[src/rtl/wifi_ahb_slave_if.sv]
// wifi_ahb_slave_if: AHB-Lite slave front end for the WIFI PHY peripheral.
// Define WIFI_AHB_RANGE_CHK_EN to reject memory accesses past the window.
module wifi_ahb_slave_if #(
  parameter int ADDR_AHB   = 12,
  parameter int ADDR_SLIC  = 10,
  parameter int offset     = 'h10,
  parameter int MEM_RD_LAT = 1
) (
  input  logic                HCLK,
  input  logic                HRESETn,
  input  logic                HSEL,
  input  logic [ADDR_AHB-1:0] HADDR,
  input  logic [1:0]          HTRANS,
  input  logic                HWRITE,
  input  logic [2:0]          HSIZE,
  input  logic                HREADY,
  input  logic [31:0]         HWDATA,
  output logic                HREADYOUT,
  output logic                HRESP,
  output logic [31:0]         HRDATA,
  output logic [ADDR_AHB-1:0] addr_o,
  output logic [31:0]         wdata_o,
  output logic                write_enable,
  output logic                read_enable,
  input  logic [31:0]         reg_rdata,
  input  logic [31:0]         mem_rdata
);

  typedef enum logic [2:0] {
    IDLE,
    DATA,
    MEM_WAIT,
    ERR1,
    ERR2
  } state_t;

  localparam logic [2:0] LAT_M1 = 3'(MEM_RD_LAT - 1);

  state_t              state_q, state_d;
  logic [2:0]          cnt_q, cnt_d;
  logic [ADDR_AHB-1:0] addr_q;
  logic [31:0]         wdata_q;
  logic                wr_q, mem_q;
  logic                accept, take, capture;
  logic                in_reg, range_err, err;
  logic [31:0]         haddr_w;
  logic                unused_ok;

  assign unused_ok = HTRANS[0];
  assign haddr_w   = 32'(HADDR);
  assign in_reg    = haddr_w < 32'(offset);

`ifdef WIFI_AHB_RANGE_CHK_EN
  localparam int unsigned MEM_END = offset + (1 << ADDR_SLIC);
  assign range_err = ~in_reg & (haddr_w >= 32'(MEM_END));
`else
  assign range_err = 1'b0;
`endif

  assign err = (HSIZE != 3'b010) | (HADDR[1:0] != 2'b00) | range_err;

  assign accept  = HSEL & HREADY & HTRANS[1];
  assign capture = take & accept;

  assign addr_o  = addr_q;
  assign wdata_o = write_enable ? HWDATA : wdata_q;

  always_comb begin
    state_d      = state_q;
    cnt_d        = cnt_q;
    HREADYOUT    = 1'b1;
    HRESP        = 1'b0;
    HRDATA       = '0;
    write_enable = 1'b0;
    read_enable  = 1'b0;
    take         = 1'b0;
    unique case (state_q)
      IDLE: take = 1'b1;
      DATA: begin
        if (wr_q) begin
          write_enable = 1'b1;
          take         = 1'b1;
        end else begin
          read_enable = 1'b1;
          if (mem_q) begin
            HREADYOUT = 1'b0;
            cnt_d     = LAT_M1;
            state_d   = MEM_WAIT;
          end else begin
            HRDATA = reg_rdata;
            take   = 1'b1;
          end
        end
      end
      MEM_WAIT: begin
        if (cnt_q != 3'd0) begin
          HREADYOUT = 1'b0;
          cnt_d     = cnt_q - 3'd1;
        end else begin
          HRDATA = mem_rdata;
          take   = 1'b1;
        end
      end
      ERR1: begin
        HRESP     = 1'b1;
        HREADYOUT = 1'b0;
        state_d   = ERR2;
      end
      ERR2: begin
        HRESP = 1'b1;
        take  = 1'b1;
      end
      default: state_d = IDLE;
    endcase
    // completing cycle doubles as the next address phase
    if (take) begin
      if (accept) state_d = err ? ERR1 : DATA;
      else        state_d = IDLE;
    end
  end

  always_ff @(posedge HCLK or negedge HRESETn) begin
    if (!HRESETn) begin
      state_q <= IDLE;
      cnt_q   <= '0;
      addr_q  <= '0;
      wr_q    <= 1'b0;
      mem_q   <= 1'b0;
      wdata_q <= '0;
    end else begin
      state_q <= state_d;
      cnt_q   <= cnt_d;
      if (capture) begin
        addr_q <= HADDR;
        wr_q   <= HWRITE;
        mem_q  <= ~in_reg;
      end
      if (write_enable) wdata_q <= HWDATA;
    end
  end

endmodule

[config.mk]
export PLATFORM = sky130hd
export DESIGN_NAME = wifi_ahb_slave_if
export DESIGN_NICKNAME = d
export VERILOG_FILES = /design/src/rtl/wifi_ahb_slave_if.sv
export SDC_FILE = /design/constraint.sdc
export NUM_CORES = 1
export LEC_CHECK = 0
export CORE_MARGIN = 2
export CORE_UTILIZATION = 36
export DETAILED_ROUTE_END_ITERATION = 12
export GPL_TIMING_DRIVEN = 0
export HOLD_SLACK_MARGIN = 0.08
export PLACE_DENSITY = 0.91
export SLEW_MARGIN = 40
export SYNTH_ARGS = -nofsm -noshare
export SYNTH_HDL_FRONTEND = slang
export SYNTH_SLANG_ARGS = --single-unit
[constraint.sdc]
create_clock -name HCLK -period 3.2 [get_ports HCLK]
set_clock_uncertainty 0.2 [all_clocks]
set_input_delay 0.64 -clock HCLK [delete_from_list [all_inputs] [get_ports HCLK]]
set_output_delay 0.64 -clock HCLK [all_outputs]
set_load 0.05 [all_outputs]
==> impl_metrics.json, run 1 <==
{
  "outcome": "finished, final reports clean",
  "core_area_um2": 6760,
  "die-area_um2": 7640,
  "fin_crit_sh": 0.979,
  "worst-path-max-fanout": 10,
  "clk_pin_slew_ns": 0.09,
  "avgSynthCellArea_um2": 13.7,
  "cts_max_level": 2,
  "gr-total-overflow": 0,
  "yosys_warnings": 0,
  "cts_tree": "yes",
  "synth_edf_count": 0,
  "grt_pass1_vias": 2412,
  "ys_seq_area_frac": 0.519,
  "track_usage": 0.205,
  "clock_sinks": 52,
  "fmax_mhz": 319,
  "start_util": 0.371,
  "cts_buffer_depth": 2,
  "synthTopCellsByCount": "dfrtp_1 (52), mux2_2 (38), a22o_1 (32), mux2_4 (8), buf_4 (6)",
  "arrival_ns": 2.29,
  "synthFlopType": "dfrtp_1",
  "final_cells": 469,
  "worst_pin_slew_ns": 0.523,
  "drive_gt1_frac": 0.355,
  "portBuffers": 196,
  "setup_ws_ns": 0.0674,
  "synth_area_leaders": "dfrtp_1 (52%), mux2_2 (17%), a22o_1 (11%), mux2_4 (4.8%), buf_4 (1.8%)",
  "hp-class": "flop to flop",
  "relSlewSlack": 0.650,
  "async_flop_share": 1.00,
  "grt_max_degree": 42,
  "die_y_um": 87.4,
  "fin_util": 0.677,
  "drt-initial-drc-count": 42,
  "cp_cell_sequence": "buf_6 > or3b_2 > nor2_4 > buf_4 > a22o_1 > clkdlybuf4s18_2",
  "dr_total_vias": 2338,
  "yosysTopAreaCell": "dfrtp_1",
  "fin_crit_ns": 3.13,
  "syn2layout_area_growth_pct": 82.6,
  "syn-num-nets": 303,
  "timing.critical_path.to_type": "output port",
  "dpl.cell_count": 460,
  "clk_latency_ns": 0.30,
  "antenna-diode-count": 0,
  "power_mw": 4.19,
  "slew_violations": 0,
  "setup_viol": 0,
  "worstPathRequired_ns": 2.36,
  "drv_cap": 0,
  "cts_buffers": 5,
  "power_leakage_nw": 2.02,
  "yosysMostFrequentCell": "dfrtp_1",
  "wl_um": 8080,
  "peakVddDrop_uv": 631,
  "path_class": "flop to output port",
  "synth-seq-cells": 52,
  "antenna_found_initial": 0,
  "slowest_delay_ns": 0.54,
  "ant_nets": 0,
  "remaining_drc_errors": 0,
  "dp_hpwl_um": 6680,
  "worst-r2r-setup-slack_ns": 0.96,
  "io_pins": 198,
  "firstDrtPassIters": 4,
  "viasPerCell": 4.99,
  "pre_cts_slack_ns": -0.197,
  "die_w_um": 87.4,
  "synth_top_area_frac": 0.519,
  "cts-root-buf": "clkbuf_8",
  "syn-cell-area_um2": 2500,
  "routabilityCongestion": 0.757,
  "layout.nets": 509,
  "post_drt_wl_per_cell_um": 17.2,
  "slowest_stage": "or3b_2",
  "synthCells": 183,
  "timing_hold_violations_final": 0,
  "p_per_area_nw_per_um2": 917,
  "synth_cell_types": 31,
  "rows": 30,
  "grt_pass1_wl_um": 12000,
  "startpoint_type": "flop"
}
[flip-flops by register name (all words and copies together) (netlist names)]
| signal | count |
|---|---|
| wdata_q | 32 |
| state_q | 3 |
| cnt_q | 3 |
| wr_q | 1 |
| mem_q | 1 |
| addr_o | 12 |
[final timing paths]
check,start,to,depth (start not counted)
worst max-delay path,state_q[2]$_DFFE_PN0P_,HRDATA[20],6
worst min-delay path,cnt_q[2]$_DFFE_PN0P_,cnt_q[2]$_DFFE_PN0P_,2
worst max register to register,cnt_q[0]$_DFFE_PN0P_,addr_o[9]$_DFFE_PN0P_,8
worst min register to register,cnt_q[2]$_DFFE_PN0P_,cnt_q[2]$_DFFE_PN0P_,2
max in group asynchronous,HRESETn,state_q[1]$_DFFE_PN0P_,3
min in group asynchronous,HRESETn,wdata_q[7]$_DFF_PN0_,2
[cell families after synthesis]
logic type	count (synthesis)	synth area share
adder cells (fa/ha/maj)	2	0.00999
AO/OA/AOI/OAI	40	0.137
flip-flops	52	0.519
multiplexers	46	0.219
AND/OR/NAND/NOR	26	0.0659
buffers and inverters	17	0.0484
[per-stage QoR]
stage	TNS, ns	cell area, µm²	hold WS (ns)
after floorplan	0	2500	0.144
after global placement	-23.06	4570	0.263
after detailed placement	-7.68	4590	0.274
after CTS	-0.0977	4750	0.294
after global routing	-0.156	4570	0.308
final	0	4570	0.293
[layout make-up]
type                            instances  area [µm²]
Sequential cell                        52        1300
Multi-Input combinational cell        114        1110
Buffer                                 12         103
Clock buffer                            5        68.8
Timing Repair Buffer                  199        1810
Tap cell                               80         100
Inverter                                5        18.8
Fill cell                             538        2180
Clock inverter                          2        60.1
[worst max-delay path, delay by kind of cell (launching register included)]
kind	cells	cell delay [ns]
AO/OA/AOI/OAI	1	0.17
buffers and inverters	3	0.71
flip-flops	1	0.39
AND/OR/NAND/NOR	2	0.71
[where the power goes]
part           total [mW]  switching (mW)  internal, mW
sequential           1.06           0.120         0.939
combinational        2.62            1.76         0.859
clock               0.516           0.208         0.308
[cells in the final DEF (no fill, tap or decap), drive strengths merged, types with 2 or more instances in the layout]
cell and count:
a22o 32, buf 52, bufinv 2, clkbuf 7
clkdlybuf4s15 16, clkdlybuf4s18 4, clkdlybuf4s50 129, dfrtp 52
dlygate4sd2 7, ha 2, inv 5, mux2 46
nand2 5, nand2b 3, nor2 6, nor3b 2
nor4 4, o31ai 3
[per-layer routing]
layer	global-route usage	vias up	part of all wire
li1	-	1092	-
met1	0.208	1104	0.33
met2	0.382	125	0.54
met3	0.0749	17	0.10
met4	0.0755	0	0.029
met5	0	-	0
[what timing repair did]
| action | CTS | global route |
|---|---|---|
| setup endpoints to repair | 66 | 60 |
| setup buffers | 1 | 0 |
| hold buffers | 1 | 0 |
| pin swaps | 0 | 0 |
| endpoints found under the hold margin | 11 | 0 |
| gates resized for setup | 198 | 68 |
(Power assumes the default switching activity.)
==> inputs of run 2 (changes only) <==
--- a/config.mk
+++ b/config.mk
@@ -15,3 +15,4 @@
 export SYNTH_ARGS = -nofsm -noshare
 export SYNTH_HDL_FRONTEND = slang
 export SYNTH_SLANG_ARGS = --single-unit
+export TNS_END_PERCENT = 10
==> impl_metrics.json, run 2 (same netlist as run 1, synthesis figures left out) <==
{
  "outcome": "complete, but fails checks",
  "violations": "setup timing",
  "drt-initial-drc-count": 39,
  "cts-root-buf": "clkbuf_8",
  "clk_pin_slew_ns": 0.09,
  "cts_max_level": 2,
  "die_w_um": 87.4,
  "final_common_cell": "clkdlybuf4s50_1",
  "p_per_area_nw_per_um2": 908,
  "fin_util": 0.691,
  "final.fill_count": 520,
  "drive_gt1_frac": 0.311,
  "clock_sinks": 52,
  "use_met1": 0.209,
  "r2r-start": "cnt_q[0]$_DFFE_PN0P_",
  "fin_crit_sh": 1.01,
  "ant_nets": 0,
  "fmax_mhz": 311,
  "hold_slack_ns": 0.297,
  "viasPerCell": 4.99,
  "portBuffers": 196,
  "routabilityCongestion": 0.757,
  "relSlewSlack": 0.630,
  "rsz0062_at_grt": "true",
  "startpoint_type": "flop",
  "timing_hold_violations_final": 0,
  "grt.met3_usage": 0.0711,
  "clk_latency_ns": 0.30,
  "syn2layout_area_growth_pct": 86.3,
  "path_class": "flop to output port",
  "grt_max_degree": 42,
  "gr-usage-met2": 0.386,
  "start_util": 0.371,
  "die_y_um": 87.4,
  "setup_ws_ns": -0.0189,
  "dp_hpwl_um": 6680,
  "arrival_ns": 2.38,
  "cts_buffers": 5,
  "cts_buffer_depth": 2,
  "layout.nets": 509,
  "firstDrtPassIters": 4,
  "cts_tree": "yes",
  "largest_register_ffs": 32,
  "worst-path-max-fanout": 10,
  "power_leakage_nw": 2.04,
  "regMostFlops": "wdata_q",
  "grt_pass1_vias": 2409,
  "dr_total_vias": 2339,
  "wl_um": 8070,
  "hp-class": "flop to flop",
  "worstPathRequired_ns": 2.36,
  "slew_violations": 0,
  "setup_viol": 4,
  "antenna-diode-count": 0,
  "io_pins": 198,
  "rows": 30,
  "track_usage": 0.206,
  "hp-start": "cnt_q[2]$_DFFE_PN0P_",
  "remaining_drc_errors": 0,
  "fin_tns_setup_ns": -0.0355,
  "drv_cap": 0,
  "final_cell_mix": "clkdlybuf4s50_1 (129), dfrtp_1 (51), mux2_2 (38)",
  "post_drt_wl_per_cell_um": 17.2,
  "worst_pin_slew_ns": 0.550,
  "core_area_um2": 6760,
  "gr-total-overflow": 0,
  "grt_pass1_wl_um": 12000,
  "antenna_found_initial": 0,
  "fin_crit_ns": 3.22,
  "worstSetupStartpoint": "state_q[2]$_DFFE_PN0P_",
  "grt_busiest_layer": "met2",
  "peakVddDrop_uv": 752,
  "die-area_um2": 7640,
  "timing.critical_path.to_type": "output port"
}
==> run 2: cell count changes in the layout (fill, tap and decap cells not counted), sizes merged <==
cell,delta
buf,-29
dlygate4sd2,+17
clkdlybuf4s15,+9
clkbuf,+6
clkdlybuf4s18,-3
==> run 2: metrics by stage <==
stage	worst slack (ns)	instance area, µm²	total power [mW]	std cells
after floorplan	0.555	2500	2.95	183
after global placement	-0.348	4570	3.87	459
after detailed placement	-0.197	4590	3.93	460
after CTS	-0.0525	4690	4.27	469
after global routing	-0.115	4670	4.42	469
final	-0.0189	4670	4.24	469
==> run 2: metal layers <==
layer	vias up	wire [µm]	share of wire
li1	1091	-	-
met1	1103	2650	0.33
met2	130	4360	0.54
met3	15	844	0.10
met4	0	216	0.027
met5	-	0	0
==> run 2: area by class of cell <==
| cell class | instances | area [µm²] | share of cell area |
|---|---|---|---|
| plain buffers | 12 | 103 | 0.0220 |
| clock buffers | 5 | 68.8 | 0.0147 |
| clock inverters | 2 | 60.1 | 0.0129 |
| inverters | 5 | 18.8 | 0.00402 |
| multi-input cells | 114 | 1090 | 0.235 |
| flip-flops and latches | 52 | 1300 | 0.279 |
| well taps | 80 | 100 | 0.0215 |
| repair buffers | 199 | 1920 | 0.411 |
==> run 2: what timing repair did <==
action                                  in CTS  in global routing
gates resized for setup                    152                 17
buffers inserted                             1                  0
hold buffers                                 1                  0
endpoints found under the hold margin       11                  0
endpoints found under the setup margin      66                 60
==> run 2: path summary, 6_finish.rpt <==
kind                            slack (ns)                endpoint  cells after the start
max in group asynchronous             1.82  state_q[1]$_DFFE_PN0P_                      3
worst max register to register        0.96   addr_o[9]$_DFFE_PN0P_                      8
worst min-delay path                  0.30    cnt_q[2]$_DFFE_PN0P_                      2
worst max-delay path                 -0.02              HRDATA[20]                      6
worst min register to register        0.30    cnt_q[2]$_DFFE_PN0P_                      2
min in group asynchronous             0.51    wdata_q[7]$_DFF_PN0_                      2
==> run 2: where the power goes <==
part | switching (mW) | internal (mW) | leakage, nW
sequential | 0.117 | 0.939 | 0.628
combinational | 1.76 | 0.906 | 1.35
clock | 0.209 | 0.308 | 0.0642
total | 2.09 | 2.15 | 2.04
==> run 2: worst max-delay path, stage by stage (launching register included) <==
cell,delay (ns)
dfrtp_1,0.40
buf_6,0.15
or3b_2,0.53
nor2_2,0.25
buf_4,0.22
a22o_1,0.17
clkdlybuf4s15_2,0.37
==> inputs of run 3 (changes only) <==
--- a/config.mk
+++ b/config.mk
@@ -6,11 +6,11 @@
 export NUM_CORES = 1
 export LEC_CHECK = 0
 export CORE_MARGIN = 2
-export CORE_UTILIZATION = 36
+export CORE_UTILIZATION = 25
 export DETAILED_ROUTE_END_ITERATION = 12
 export GPL_TIMING_DRIVEN = 0
 export HOLD_SLACK_MARGIN = 0.08
-export PLACE_DENSITY = 0.91
+export PLACE_DENSITY = 0.68
 export SLEW_MARGIN = 40
 export SYNTH_ARGS = -nofsm -noshare
 export SYNTH_HDL_FRONTEND = slang
==> impl_metrics.json, run 3 (same netlist as run 1, synthesis figures left out) <==
{
  "outcome": "complete, but fails checks",
  "violations": "setup timing",
  "dp_hpwl_um": 6580,
  "drive_gt1_frac": 0.327,
  "crit_cells": 6,
  "final.fill_count": 965,
  "largest_register_ffs": 32,
  "cp_cell_sequence": "buf_6 > or3b_2 > nor2_4 > buf_4 > a22o_1 > clkdlybuf4s15_1",
  "gr-total-overflow": 0,
  "antenna_found_initial": 2,
  "portBuffers": 196,
  "cts-root-buf": "clkbuf_8",
  "layout.nets": 510,
  "final_common_cell": "clkdlybuf4s50_1",
  "die_w_um": 104,
  "fin_crit_sh": 1.02,
  "io_pins": 198,
  "slowest_delay_ns": 0.54,
  "viasPerCell": 4.41,
  "track_usage": 0.146,
  "clk_pin_slew_ns": 0.09,
  "worst-path-max-fanout": 10,
  "cts_buffer_depth": 2,
  "post_drt_wl_per_cell_um": 15.3,
  "regMostFlops": "wdata_q",
  "start_util": 0.257,
  "grt_max_degree": 42,
  "hp-class": "flop to flop",
  "final_cell_mix": "clkdlybuf4s50_1 (129), dfrtp_1 (51), mux2_2 (38)",
  "firstDrtPassIters": 4,
  "r2r-start": "cnt_q[0]$_DFFE_PN0P_",
  "timing.critical_path.to_type": "output port",
  "worst-r2r-setup-slack_ns": 0.98,
  "worstPathRequired_ns": 2.36,
  "die-area_um2": 10800,
  "setup_viol": 1,
  "clock_sinks": 52,
  "peakVddDrop_uv": 511,
  "rsz0062_at_grt": "true",
  "setup_ws_ns": -0.0667,
  "remaining_drc_errors": 0,
  "core_area_um2": 9730,
  "cp_top_family": "buffers and inverters",
  "worst_pin_slew_ns": 0.533,
  "relSlewSlack": 0.644,
  "dr_total_vias": 2319,
  "drv_cap": 0,
  "fin_tns_setup_ns": -0.0667,
  "power_mw": 4.08,
  "slowest_stage": "or3b_2",
  "r2r_cells": 8,
  "timing_hold_violations_final": 0,
  "syn2layout_area_growth_pct": 81.9,
  "r2r_end": "addr_o[11]$_DFFE_PN0P_",
  "cts_buffers": 5,
  "wl_um": 8030,
  "drt-initial-drc-count": 62,
  "fin_crit_ns": 3.27,
  "slew_violations": 0,
  "p_per_area_nw_per_um2": 896,
  "power_leakage_nw": 2.04,
  "arrival_ns": 2.43,
  "cts_tree": "yes",
  "die_y_um": 104,
  "ant_nets": 0,
  "grt_pass1_wl_um": 12800,
  "grt_pass1_vias": 2534,
  "hold_slack_ns": 0.284,
  "cp.buffers_inverters": 3,
  "startpoint_type": "flop",
  "path_class": "flop to output port",
  "rows": 36,
  "cts_max_level": 2,
  "fmax_mhz": 306,
  "hp-start": "cnt_q[1]$_DFFE_PN0P_",
  "clk_latency_ns": 0.29,
  "worstSetupStartpoint": "state_q[2]$_DFFE_PN0P_",
  "endpoint": "HRDATA[13]",
  "pre_cts_slack_ns": -0.353,
  "routabilityCongestion": 0.764
}
-- run 3: metrics by stage --
stage                util  std cells  cell area (µm²)
floorplan               -        183             2500
global placement    0.476        512             4630
detailed placement  0.479        513             4660
CTS                 0.484        524             4710
global route        0.468        524             4550
finish              0.468        526             4560
-- run 3: how the worst min path moves through the flow --
| stage | slack (ns) | cells after the start | to |
|---|---|---|---|
| 2_1_floorplan | 0.14 | 0 | addr_o[0]$_DFFE_PN0P_ |
| 3_3_place_gp | 0.26 | 2 | cnt_q[2]$_DFFE_PN0P_ |
| 3_5_place_dp | 0.27 | 2 | cnt_q[1]$_DFFE_PN0P_ |
| 4_1_cts | 0.29 | 2 | cnt_q[1]$_DFFE_PN0P_ |
| 5_1_grt | 0.31 | 1 | wdata_q[14]$_DFF_PN0_ |
| 6_report | 0.28 | 2 | cnt_q[1]$_DFFE_PN0P_ |
-- run 3: layer usage --
layer / up-vias / global-route usage / part of all wire / routed length (µm)
li1: 1098 / - / - / -
met1: 1088 / 0.152 / 0.38 / 3020
met2: 129 / 0.270 / 0.51 / 4090
met3: 4 / 0.0670 / 0.11 / 863
met4: 0 / 0.0290 / 0.0063 / 51
met5: - / 0 / 0 / 0
-- run 3: area by class of cell --
type                    count  area [µm²]  area share
multi-input cells         114        1110       0.243
well taps                 133         166      0.0365
clock buffers               6        72.6      0.0159
plain buffers              12         103      0.0225
flip-flops and latches     52        1300       0.286
repair buffers            200        1740       0.383
clock inverters             2        35.0     0.00769
diodes                      2        5.00     0.00110
inverters                   5        18.8     0.00412
-- run 3: timing repair --
| item | 4_1_cts | 5_1_grt |
|---|---|---|
| buffers inserted | 2 | 0 |
| hold endpoints to repair | 11 | 0 |
| pin swaps | 1 | 0 |
| hold buffers | 1 | 0 |
| endpoints found under the setup margin | 66 | 64 |
| resized for setup | 84 | 106 |
-- run 3: power by group --
part           switching (mW)  internal [mW]  total, mW
logic                    1.75          0.842       2.59
clock network           0.203          0.232      0.435
registers               0.117          0.939       1.06
total                    2.07           2.01       4.08
-- run 3: worst min-delay path, stage by stage, from the launching register on --
cell and delay, ns:
dfrtp_1 0.35, nand2_1 0.05, o31ai_1 0.06
